===== src/rtl/maxpool_flatten_buf_if.sv =====
// Stream bundle between the second max-pool layer, the flatten buffer and the FC stage.
// The slave side is the buffer; the master side drives pooled beats and FC ready.
interface maxpool_flatten_buf_if #(
  parameter int CHANNELS = 16,
  parameter int IDX_W    = 5
);
  logic [CHANNELS-1:0] pool_in;
  logic                pool_valid;
  logic [CHANNELS-1:0] feat_data;
  logic [IDX_W-1:0]    feat_index;
  logic                feat_valid;
  logic                feat_last;
  logic                feat_ready;
  logic [7:0]          frame_cnt;
  logic                overflow;

  modport master (
    output pool_in, pool_valid, feat_ready,
    input  feat_data, feat_index, feat_valid, feat_last, frame_cnt, overflow
  );

  modport slave (
    input  pool_in, pool_valid, feat_ready,
    output feat_data, feat_index, feat_valid, feat_last, frame_cnt, overflow
  );
endinterface


===== src/rtl/maxpool_flatten_buf.sv =====
// Captures one frame of pooled 16-channel words, then replays it in raster order
// as a back-pressurable stream for the fully-connected stage.
module maxpool_flatten_buf #(
  parameter int OUT_WIDTH  = 5,
  parameter int OUT_HEIGHT = 5,
  parameter int CHANNELS   = 16
) (
  input logic                   clk,
  input logic                   rst_n,
  maxpool_flatten_buf_if.slave  bus
);
  localparam int NPOS  = OUT_WIDTH * OUT_HEIGHT;
  localparam int IDX_W = $clog2(NPOS);
  localparam logic [IDX_W-1:0] LAST_IDX = IDX_W'(NPOS - 1);

  typedef enum logic {FILL, DRAIN} state_t;

  state_t              state_q;
  logic [IDX_W-1:0]    wr_ptr_q;
  logic [IDX_W-1:0]    rd_ptr_q;
  logic [IDX_W-1:0]    rd_ptr_d;
  logic [CHANNELS-1:0] mem [NPOS];
  logic [CHANNELS-1:0] feat_data_q;
  logic                feat_valid_q;
  logic                feat_last_q;
  logic [7:0]          frame_cnt_q;
  logic                overflow_q;

  assign rd_ptr_d = rd_ptr_q + 1'b1;

  // Beats arriving while draining are never written, so the frame being replayed stays intact.
  always_ff @(posedge clk) begin
    if (state_q == FILL && bus.pool_valid) begin
      mem[wr_ptr_q] <= bus.pool_in;
    end
  end

  always_ff @(posedge clk) begin
    if (!rst_n) begin
      state_q      <= FILL;
      wr_ptr_q     <= '0;
      rd_ptr_q     <= '0;
      feat_data_q  <= '0;
      feat_valid_q <= 1'b0;
      feat_last_q  <= 1'b0;
      frame_cnt_q  <= '0;
      overflow_q   <= 1'b0;
    end else begin
      case (state_q)
        FILL: begin
          if (bus.pool_valid) begin
            if (wr_ptr_q == LAST_IDX) begin
              // Word 0 was captured on an earlier beat, so it can be presented right away.
              wr_ptr_q     <= '0;
              state_q      <= DRAIN;
              feat_valid_q <= 1'b1;
              feat_last_q  <= 1'b0;
              feat_data_q  <= mem[0];
            end else begin
              wr_ptr_q <= wr_ptr_q + 1'b1;
            end
          end
        end
        DRAIN: begin
          if (bus.pool_valid) begin
            overflow_q <= 1'b1;
          end
          if (bus.feat_ready) begin
            if (feat_last_q) begin
              state_q      <= FILL;
              rd_ptr_q     <= '0;
              frame_cnt_q  <= frame_cnt_q + 1'b1;
              feat_valid_q <= 1'b0;
              feat_last_q  <= 1'b0;
              feat_data_q  <= '0;
            end else begin
              rd_ptr_q    <= rd_ptr_d;
              feat_data_q <= mem[rd_ptr_d];
              feat_last_q <= (rd_ptr_d == LAST_IDX);
            end
          end
        end
        default: state_q <= FILL;
      endcase
    end
  end

  assign bus.feat_data  = feat_data_q;
  assign bus.feat_index = rd_ptr_q;
  assign bus.feat_valid = feat_valid_q;
  assign bus.feat_last  = feat_last_q;
  assign bus.frame_cnt  = frame_cnt_q;
  assign bus.overflow   = overflow_q;
endmodule


===== src/flat_wrapper.sv =====
// flat-port wrapper written by rule: the top's interface ports become plain ports
module maxpool_flatten_buf_flat 
#(
  parameter int OUT_WIDTH  = 5,
  parameter int OUT_HEIGHT = 5,
  parameter int CHANNELS   = 16
)
  (clk, rst_n, bus_pool_in, bus_pool_valid, bus_feat_ready, bus_feat_data, bus_feat_index, bus_feat_valid, bus_feat_last, bus_frame_cnt, bus_overflow);
  maxpool_flatten_buf_if #(.CHANNELS(CHANNELS), .IDX_W(5)) bus_i ();
  input logic clk;
  input logic rst_n;
  input wire logic [$bits(bus_i.pool_in)-1:0] bus_pool_in;
  input wire logic [$bits(bus_i.pool_valid)-1:0] bus_pool_valid;
  input wire logic [$bits(bus_i.feat_ready)-1:0] bus_feat_ready;
  output wire logic [$bits(bus_i.feat_data)-1:0] bus_feat_data;
  output wire logic [$bits(bus_i.feat_index)-1:0] bus_feat_index;
  output wire logic [$bits(bus_i.feat_valid)-1:0] bus_feat_valid;
  output wire logic [$bits(bus_i.feat_last)-1:0] bus_feat_last;
  output wire logic [$bits(bus_i.frame_cnt)-1:0] bus_frame_cnt;
  output wire logic [$bits(bus_i.overflow)-1:0] bus_overflow;
  assign bus_i.pool_in = bus_pool_in;
  assign bus_i.pool_valid = bus_pool_valid;
  assign bus_i.feat_ready = bus_feat_ready;
  assign bus_feat_data = bus_i.feat_data;
  assign bus_feat_index = bus_i.feat_index;
  assign bus_feat_valid = bus_i.feat_valid;
  assign bus_feat_last = bus_i.feat_last;
  assign bus_frame_cnt = bus_i.frame_cnt;
  assign bus_overflow = bus_i.overflow;
  maxpool_flatten_buf #(.OUT_WIDTH(OUT_WIDTH), .OUT_HEIGHT(OUT_HEIGHT), .CHANNELS(CHANNELS)) u_core (.clk(clk), .rst_n(rst_n), .bus(bus_i));
endmodule

===== config.mk =====
export PLATFORM = sky130hd
export DESIGN_NAME = maxpool_flatten_buf_flat
export DESIGN_NICKNAME = d
export VERILOG_FILES = /design/src/rtl/maxpool_flatten_buf_if.sv /design/src/rtl/maxpool_flatten_buf.sv /design/src/flat_wrapper.sv
export SDC_FILE = /design/constraint.sdc
export NUM_CORES = 1
export LEC_CHECK = 0
export CAP_MARGIN = 20
export CORE_UTILIZATION = 60
export CTS_CLUSTER_SIZE = 8
export DETAILED_ROUTE_END_ITERATION = 10
export DONT_BUFFER_PORTS = 1
export GPL_TIMING_DRIVEN = 1
export PLACE_DENSITY_LB_ADDON = 0.25
export SYNTH_ARGS = -nofsm -noshare
export SYNTH_HDL_FRONTEND = slang
export SYNTH_SLANG_ARGS = --single-unit

===== constraint.sdc =====
create_clock -name clk -period 6.9 [get_ports clk]
set_clock_uncertainty 0.05 [all_clocks]
set_input_delay 1.725 -clock clk [delete_from_list [all_inputs] [get_ports clk]]
set_output_delay 1.725 -clock clk [all_outputs]
set_load 0.01 [all_outputs]

After elaboration in Yosys (flattened, before gate mapping). Memories as Yosys holds them, arrays and structs flattened. Index checks and enable logic that the tools add are counted.

Output and inout bits: 32. Bits of input ports: 20. Flip-flop bits (word level): 38. Logic and storage cells: 50. Memories kept: 1. RAM bits: 400.

Memories: u_core.mem (words 25, width 16, read ports 2, clocked after memory_dff 0, write ports 1, line maxpool_flatten_buf.sv:22) `logic [CHANNELS-1:0] mem [NPOS];`.

Add/subtract/negate cells: 3. Bitwise logic cells: 1. Eq/ne operators: 6. Muxes and demuxes: 24. Reductions and logical operators: 7.

Operator list (number): 16-bit 2-to-1 mux (4); 16-bit one-hot mux with 2 select lines (1); 1-bit 2-to-1 mux (14); 5-bit by 1-bit adder with 5-bit output, second input constant (2); 5-bit equality test, second input constant (2); 5-bit 2-to-1 mux (2); 8-bit by 1-bit adder with 8-bit output, second input constant (1); 2-bit inequality test, second input constant (4); 1-bit one-hot mux with 2 select lines (3); 2-bit AND reduction (3); 3-bit AND reduction (2); 4-bit AND reduction (1); 1-bit logical AND (1); 1-bit NOT (1).

Logic depth before layout (Yosys ltp). Gate-level depths: netlist of run 1.

Depth in word-level cells: 5. Depth in mapped cells: 10. Gate-level depth less buffers: 7.

Least setup slack after synthesis of run 1. No wires, ideal clock.

Path type: input -> register. Start point: in bus_pool_valid. End point: mem u_core.mem[14][0] (enable). Setup time: 388 ps. Arrival: 2950 ps. Data required time: 6462 ps. Cell stages on the path: 3. Path buffers: 0. Slack: 3512 ps. Cells stage by stage: nor2b_1 nand2_1 nor2_1.

Cells in the longest elaborated chain, start to end: 3.

RTL lines: start: declaration (line flat_wrapper.sv:13) `input wire logic [$bits(bus_i.pool_valid)-1:0] bus_pool_valid;`; 1-bit logical AND (line maxpool_flatten_buf.sv:33) `if (state_q == FILL && bus.pool_valid) begin`; 1-bit 2-to-1 mux (line maxpool_flatten_buf.sv:33); 1-bit 2-to-1 mux (not written as such) (line maxpool_flatten_buf.sv:34) `mem[wr_ptr_q] <= bus.pool_in;`; end: declaration (line maxpool_flatten_buf.sv:22).

Every way passes these cells.

Worst setup path after layout of run 1.
Start point: reg u_core.rd_ptr_q[0] (netlist: u_core.bus.feat_index[0]). End point: out bus_feat_index[0].

RTL lines: start: declaration (line maxpool_flatten_buf.sv:20) `logic [IDX_W-1:0] rd_ptr_q;`; start signal: assignment (line maxpool_flatten_buf.sv:77) `rd_ptr_q <= rd_ptr_d;`; end: declaration (line flat_wrapper.sv:16) `output wire logic [$bits(bus_i.feat_index)-1:0] bus_feat_index;`.

No word-level cell between the ends.

==> results of run 1 <==
cell type report:
class / count / share of cell area
clock buffers: 112 / 0.0876
clock inverters: 2 / 0.000888
inverters: 5 / 0.000951
multi-input cells: 486 / 0.225
flip-flops and latches: 438 / 0.647
well taps: 384 / 0.0243
repair buffers: 35 / 0.0139
cell usage after synthesis, types with 15 or more instances:
cell type and number:
dfxtp_1 38, o21ai_1 15, o2111ai_1 16, nor3b_1 17, mux4_2 80, buf_2 20
a21oi_1 28, clkbuf_1 17, nor2_1 95, nand2_1 52, mux2i_1 65, o22ai_1 32
edfxtp_1 400, nand4_1 19
worst min-delay path: stages (launching register included):
cell and delay, ns:
dfxtp_1 0.37, a21oi_1 0.05, nor2_1 0.07
report_power, final:
part	total (mW)	internal, mW	switching (mW)
clock network	2.70	1.66	1.04
logic	0.120	0.0413	0.0785
registers	2.93	2.92	0.0143
sequential cells by signal, summed over array words and instances (netlist names):
register,cells
u_core.bus.feat_valid,1
u_core.bus.feat_data,16
u_core.bus.frame_cnt,8
u_core.bus.feat_last,1
u_core.state_q,1
u_core.wr_ptr_q,5
u_core.mem,400
u_core.bus.feat_index,5
u_core.bus.overflow,1
cells in the final DEF (no fill, tap or decap), types with 28 or more instances in the layout:
cell         n
a21oi_1     28
nand2_1     52
edfxtp_1   400
clkbuf_16   61
dfxtp_1     37
clkbuf_1    50
buf_4       34
mux2i_1     65
o22ai_1     32
mux4_2      80
nor2_1      95
worst max-delay path by stage:
stage | to | slack [ns] | depth (start not counted)
global placement | u_core.bus.feat_data[9]$_SDFFE_PN0P_ | 3.15 | 7
floorplan | u_core.mem[14][0]$_DFFE_PP_ | 3.51 | 3
CTS | bus_feat_index[0] | 2.67 | 1
global route | bus_feat_index[0] | 2.59 | 1
detailed placement | u_core.bus.feat_data[14]$_SDFFE_PN0P_ | 3.14 | 6
finish | bus_feat_index[0] | 2.83 | 1
cells by family (layout without fill, tap and decap cells):
| group | after synthesis | count (layout) | share of synthesized area |
|---|---|---|---|
| flip-flops | 438 | 438 | 0.726 |
| AND/OR/NAND/NOR | 217 | 217 | 0.0600 |
| multiplexers | 146 | 146 | 0.140 |
| AO/OA/AOI/OAI | 104 | 104 | 0.0381 |
| buffers and inverters | 63 | 154 | 0.0238 |
| XOR/XNOR | 12 | 12 | 0.00683 |
| adder cells (fa/ha/maj) | 7 | 7 | 0.00498 |
routing by layer:
layer  part of all wire  track usage  vias up
li1                   -            -     4035
met1               0.39        0.378     4782
met2               0.47        0.421      494
met3              0.093       0.0603      105
met4              0.045        0.129        0
met5                  0            0        -
per-stage QoR:
step           hold WS, ns  cells
2_1_floorplan        0.452    987
3_3_place_gp         0.468   1348
3_5_place_dp         0.470   1348
4_1_cts              0.483   1462
5_1_grt              0.494   1462
6_report             0.477   1462
==> run metrics, run 1 <==
worst-skew pair later-pin latency=0.57 ns; PD cells=291 mW/mm2; Worst-Margin Slew=0.983 ns; Die W=173 um; fillers=1872; IO Pins=52; largest net degree at the start of global routing=72; final worst path period share=0.590; Syn Area/Cell=17.8 um2; row count=62; ys flop type=edfxtp_1; Syn Nets=1014; crit-path cells=buf_4; Hold Path End=u_core.bus.overflow$_SDFFE_PN0P_; initial antenna violation count=0; Slew Viols, Final=0; hold depth=2; Bufs on Longest Clock Path=3; final core occ=0.686; crit path buf inv count=1; crit-path max cell delay=0.92 ns; Seq cells post-synth=438; P&R area growth vs syn=12.2%; P_leak=6.07 nW; Area after DPL=0.0180 mm2; Worst setup EP type=output pin; Core Region=0.0288 mm2; Storage cell area=0.0128 mm2; CP max stage cell=dfxtp_4; fin crit period=4.07 ns; initial core utilization=0.611; Final Hold Viols=0; Synth warnings=0; Antenna Violating Nets Remaining=0; Worst EP required=5.12 ns; via count=9416; top cell type's share of synthesized area=0.683; Worst R2R Path Depth=7; outcome=completed; Tot Pwr=5.75 mW; asr flop ratio synth=0; clk sinks=438; Final HPWL DP=22100 um; number of enable flip-flop cells after synthesis=400; critical path class=flop to output pin; Setup Fix Bufs, Post-CTS=0; Crit path arrival time=2.29 ns; final net count=1053; distinct cell type count after synthesis=55; DR vias/cell=6.44; r2r startpoint=u_core.bus.feat_index[0]$_SDFFE_PN0P_; endpoints failing setup=0; setup TNS=0 ns; routed wire length=39800 um; HP Start=u_core.bus.overflow$_SDFFE_PN0P_; Setup crit start=u_core.bus.feat_index[0]$_SDFFE_PN0P_; Syn Inst Count=987; ANT cells=0; Overflow after GRT=0; Critical Path Source Type=flop; WL/cell=27.2 um; DR pass1 iterations=5; area leader, netlist=edfxtp_1; post-layout instance area=0.0197 mm2; residual DRC count=0; CTS buffer count=60; max-cap check violation count=0; Max IR drop VDD=0.188 mV; Max-slew headroom=0.342; gr usage total=0.274; synth top area cells=edfxtp_1, mux4_2, dfxtp_1; pre-CTS setup slack=3.14 ns; Buffers on Ports=0; reg-to-reg slack, setup=3.17 ns; number of DRC markers in iteration 0=945; layout cell share with drive strength beyond 1=0.184; Post-CTS Resized=0; mapped cell area=0.0176 mm2; Seq/Total Area, Yosys=0.726; first-pass GRT wire length=60100 um; CTS tree=yes; Die ar.=0.0300 mm2; routability cong.=0.852; RR Endpoint=u_core.bus.feat_data[0]$_SDFFE_PN0P_; hold buffers post-CTS=0; number of global-route vias before repair=9521; crit path max fanout=45; RSZ-0062 raised after global routing=false; Root Driver=clkbuf_16; min-delay worst type=flop to flop; crit-path leading delay family=flip-flops; Die Y=173 um; Max Fclk=0.246 GHz; area of the multi-input gates=0.00444 mm2; final worst slack=2.83 ns; Clock Pin Slew Worst Setup and Hold Paths=0.05 ns; H-Tree Depth=2
(Power assumes the default switching activity.)
==> run 2, diff against run 1 <==
Settings changed: CORE_UTILIZATION 60 to 57.
Clock period 6.9 ns to 3.47 ns, I/O delays scaled along.
==> run 2 against run 1 <==
Global-route usage down 0.47 points. Clock power is 92% higher. Register-to-register slack got worse by 2.5 ns. Largest power group unchanged. Critical path depth increased by 7. First-iteration DRC count rose by 23%. Sequential share of layout area down 0.19 points. Sequential power rose by 99%. Cell count shrank 0.41%. Worst hold slack got worse by 0.17 ns. Wire length rose by 3.2%. Worst setup slack worse by 2.2 ns. Combinational power rose by 110%.
==> run metrics, run 2 (same netlist as run 1, synthesis figures left out) <==
Hold Path End=u_core.mem[6][6]$_DFFE_PP_; hold depth=0 (-2); P_int=9.02 mW (+95%); residual DRC count=0 (unchanged); Worst-Margin Slew=1.09 ns (+0.109 ns); fillers=1980 (+5.8%); Buffers on Ports=0 (unchanged); routability cong.=0.885 (+3.9%); layout cell share with drive strength beyond 1=0.198 (+0.0143); Bufs on Longest Clock Path=3 (unchanged); Core Region=0.0300 mm2 (+4.4%); row count=63 (+1.6%); P&R area growth vs syn=12.5%; Clock Pin Slew Worst Setup and Hold Paths=0.05 ns (about the same); Area after DPL=0.0181 mm2 (+0.86%); final core occ=0.659 (-0.0266); number of global-route vias before repair=9418 (-1.1%); number of DRC markers in iteration 0=1160 (+23%); Tot Pwr=11.3 mW (+96%); final net count=1068 (+1.4%); Worst R2R Path Depth=8 (+1); Die Y=178 um (+2.6%); IO Pins=52 (unchanged); max reg flops=400 (unchanged); reg-to-reg slack, setup=0.62 ns (-2.55 ns); Post-CTS Resized=0 (unchanged); fin crit period=2.85 ns; clk sinks=438 (unchanged); Max Fclk=0.351 GHz; HP Start=bus_pool_in[6]; min-delay worst type=input port to flop; Max IR drop VDD=0.472 mV (+150%); Crit path arrival time=3.32 ns (+1.03 ns); final worst path period share=0.821; initial core utilization=0.586 (-0.0255); Setup Fix Bufs, Post-CTS=0 (unchanged); DP Cell Count=1369 (+1.6%); Overflow after GRT=0 (unchanged); leading cell type in the layout, fill and taps excluded=edfxtp_1; Final HPWL DP=23200 um (+4.7%); setup TNS=0 ns (unchanged); H-Tree Depth=2 (unchanged); share of total power in sequential cells=0.518 (+0.008); ANT cells=0 (unchanged); Worst EP required=3.94 ns (-1.18 ns); outcome=completed; most frequent cells in the layout=edfxtp_1, nor2_1, mux4_2; post-layout instance area=0.0198 mm2 (+0.30%); Switch Pwr=2.25 mW (+99%); PD cells=569 mW/mm2 (+95%); endpoints failing setup=0 (unchanged); Critical Path Source Type=flop; largest net degree at the start of global routing=49 (-32%); Root Driver=clkbuf_16; initial antenna violation count=1 (+1); Die ar.=0.0316 mm2 (+5.2%); routed wire length=41100 um (+3.2%); hold buffers post-CTS=0 (unchanged); worst-skew pair later-pin latency=0.60 ns (+0.03 ns); CTS tree=yes; CTS buffer count=60 (unchanged); DR pass1 iterations=7 (+2); max-cap check violation count=0 (unchanged); DR vias/cell=6.52 (+1.2%); WL/cell=28.2 um (+3.7%); critical path class=flop to flop; Non-Filler Instances=1456 (-0.41%); Slew Viols, Final=0 (unchanged); via count=9490 (+0.79%); Die W=178 um (+2.6%); combinational share of power=0.022 (about the same); Clock Power Share=0.460 (-0.009); RR Endpoint=u_core.bus.feat_data[0]$_SDFFE_PN0P_; sw frac=0.199 (+0.00287); RSZ-0062 raised after global routing=false; Largest Register=u_core.mem; gr usage total=0.269 (-0.00467); Worst setup EP type=flop; Antenna Violating Nets Remaining=0 (unchanged); Final Hold Viols=0 (unchanged); Max-slew headroom=0.272 (-0.0708); r2r startpoint=u_core.bus.feat_index[1]$_SDFFE_PN0P_; crit path max fanout=28 (-38%); P_leak=6.12 nW (+0.85%); first-pass GRT wire length=60200 um (+0.31%)
==> run 2: power groups by stage <==
stage	clock (mW)	combinational, mW	sequential, mW
6_report	5.18	0.250	5.84
3_3_place_gp	0	0.242	5.93
3_5_place_dp	0	0.243	5.94
2_1_floorplan	0	0.166	5.92
4_1_cts	5.21	0.246	5.84
5_1_grt	5.44	0.263	5.83
==> run 2: cell type report <==
class	instances	area, um2	share of cell area
clock buffers	83	1590	0.0802
clock inverters	4	62.6	0.00316
inverters	5	18.8	0.000948
multi-input cells	486	4440	0.224
flip-flops and latches	438	12800	0.645
well taps	390	488	0.0247
repair buffers	50	425	0.0215
==> run 2: through the flow <==
step           hold slack [ns]  setup slack [ns]
2_1_floorplan            0.452             0.939
4_1_cts                  0.305             0.636
3_3_place_gp             0.470             0.686
3_5_place_dp             0.481             0.658
5_1_grt                  0.297             0.529
6_report                 0.309             0.622
==> run 2: how the worst max path moves through the flow <==
stage,from,end,slack [ns],cells past startpoint
4_1_cts,u_core.bus.feat_index[1]$_SDFFE_PN0P_,u_core.bus.feat_data[6]$_SDFFE_PN0P_,0.64,8
3_3_place_gp,u_core.bus.feat_index[1]$_SDFFE_PN0P_,u_core.bus.feat_data[3]$_SDFFE_PN0P_,0.69,8
2_1_floorplan,bus_pool_valid,u_core.mem[14][0]$_DFFE_PP_,0.94,3
6_report,u_core.bus.feat_index[1]$_SDFFE_PN0P_,u_core.bus.feat_data[0]$_SDFFE_PN0P_,0.62,8
3_5_place_dp,u_core.bus.feat_index[1]$_SDFFE_PN0P_,u_core.bus.feat_data[6]$_SDFFE_PN0P_,0.66,8
5_1_grt,u_core.bus.feat_index[1]$_SDFFE_PN0P_,u_core.bus.feat_data[6]$_SDFFE_PN0P_,0.53,8
==> run 2: critical path, cell delays in order, from the launching register on <==
cell and delay, ns:
dfxtp_1 0.45, ha_1 0.33, buf_4 0.20, xnor2_4 0.84, buf_4 0.29, nor2_1 0.05, nor2_1 0.20, o22ai_1 0.17
o22ai_1 0.21
==> run 2: layer usage <==
metal | vias up | share of wire | track usage
met3 | 88 | 0.090 | 0.0649
li1 | 4041 | - | -
met2 | 448 | 0.48 | 0.427
met4 | 0 | 0.025 | 0.0880
met1 | 4913 | 0.40 | 0.369
met5 | - | 0 | 0
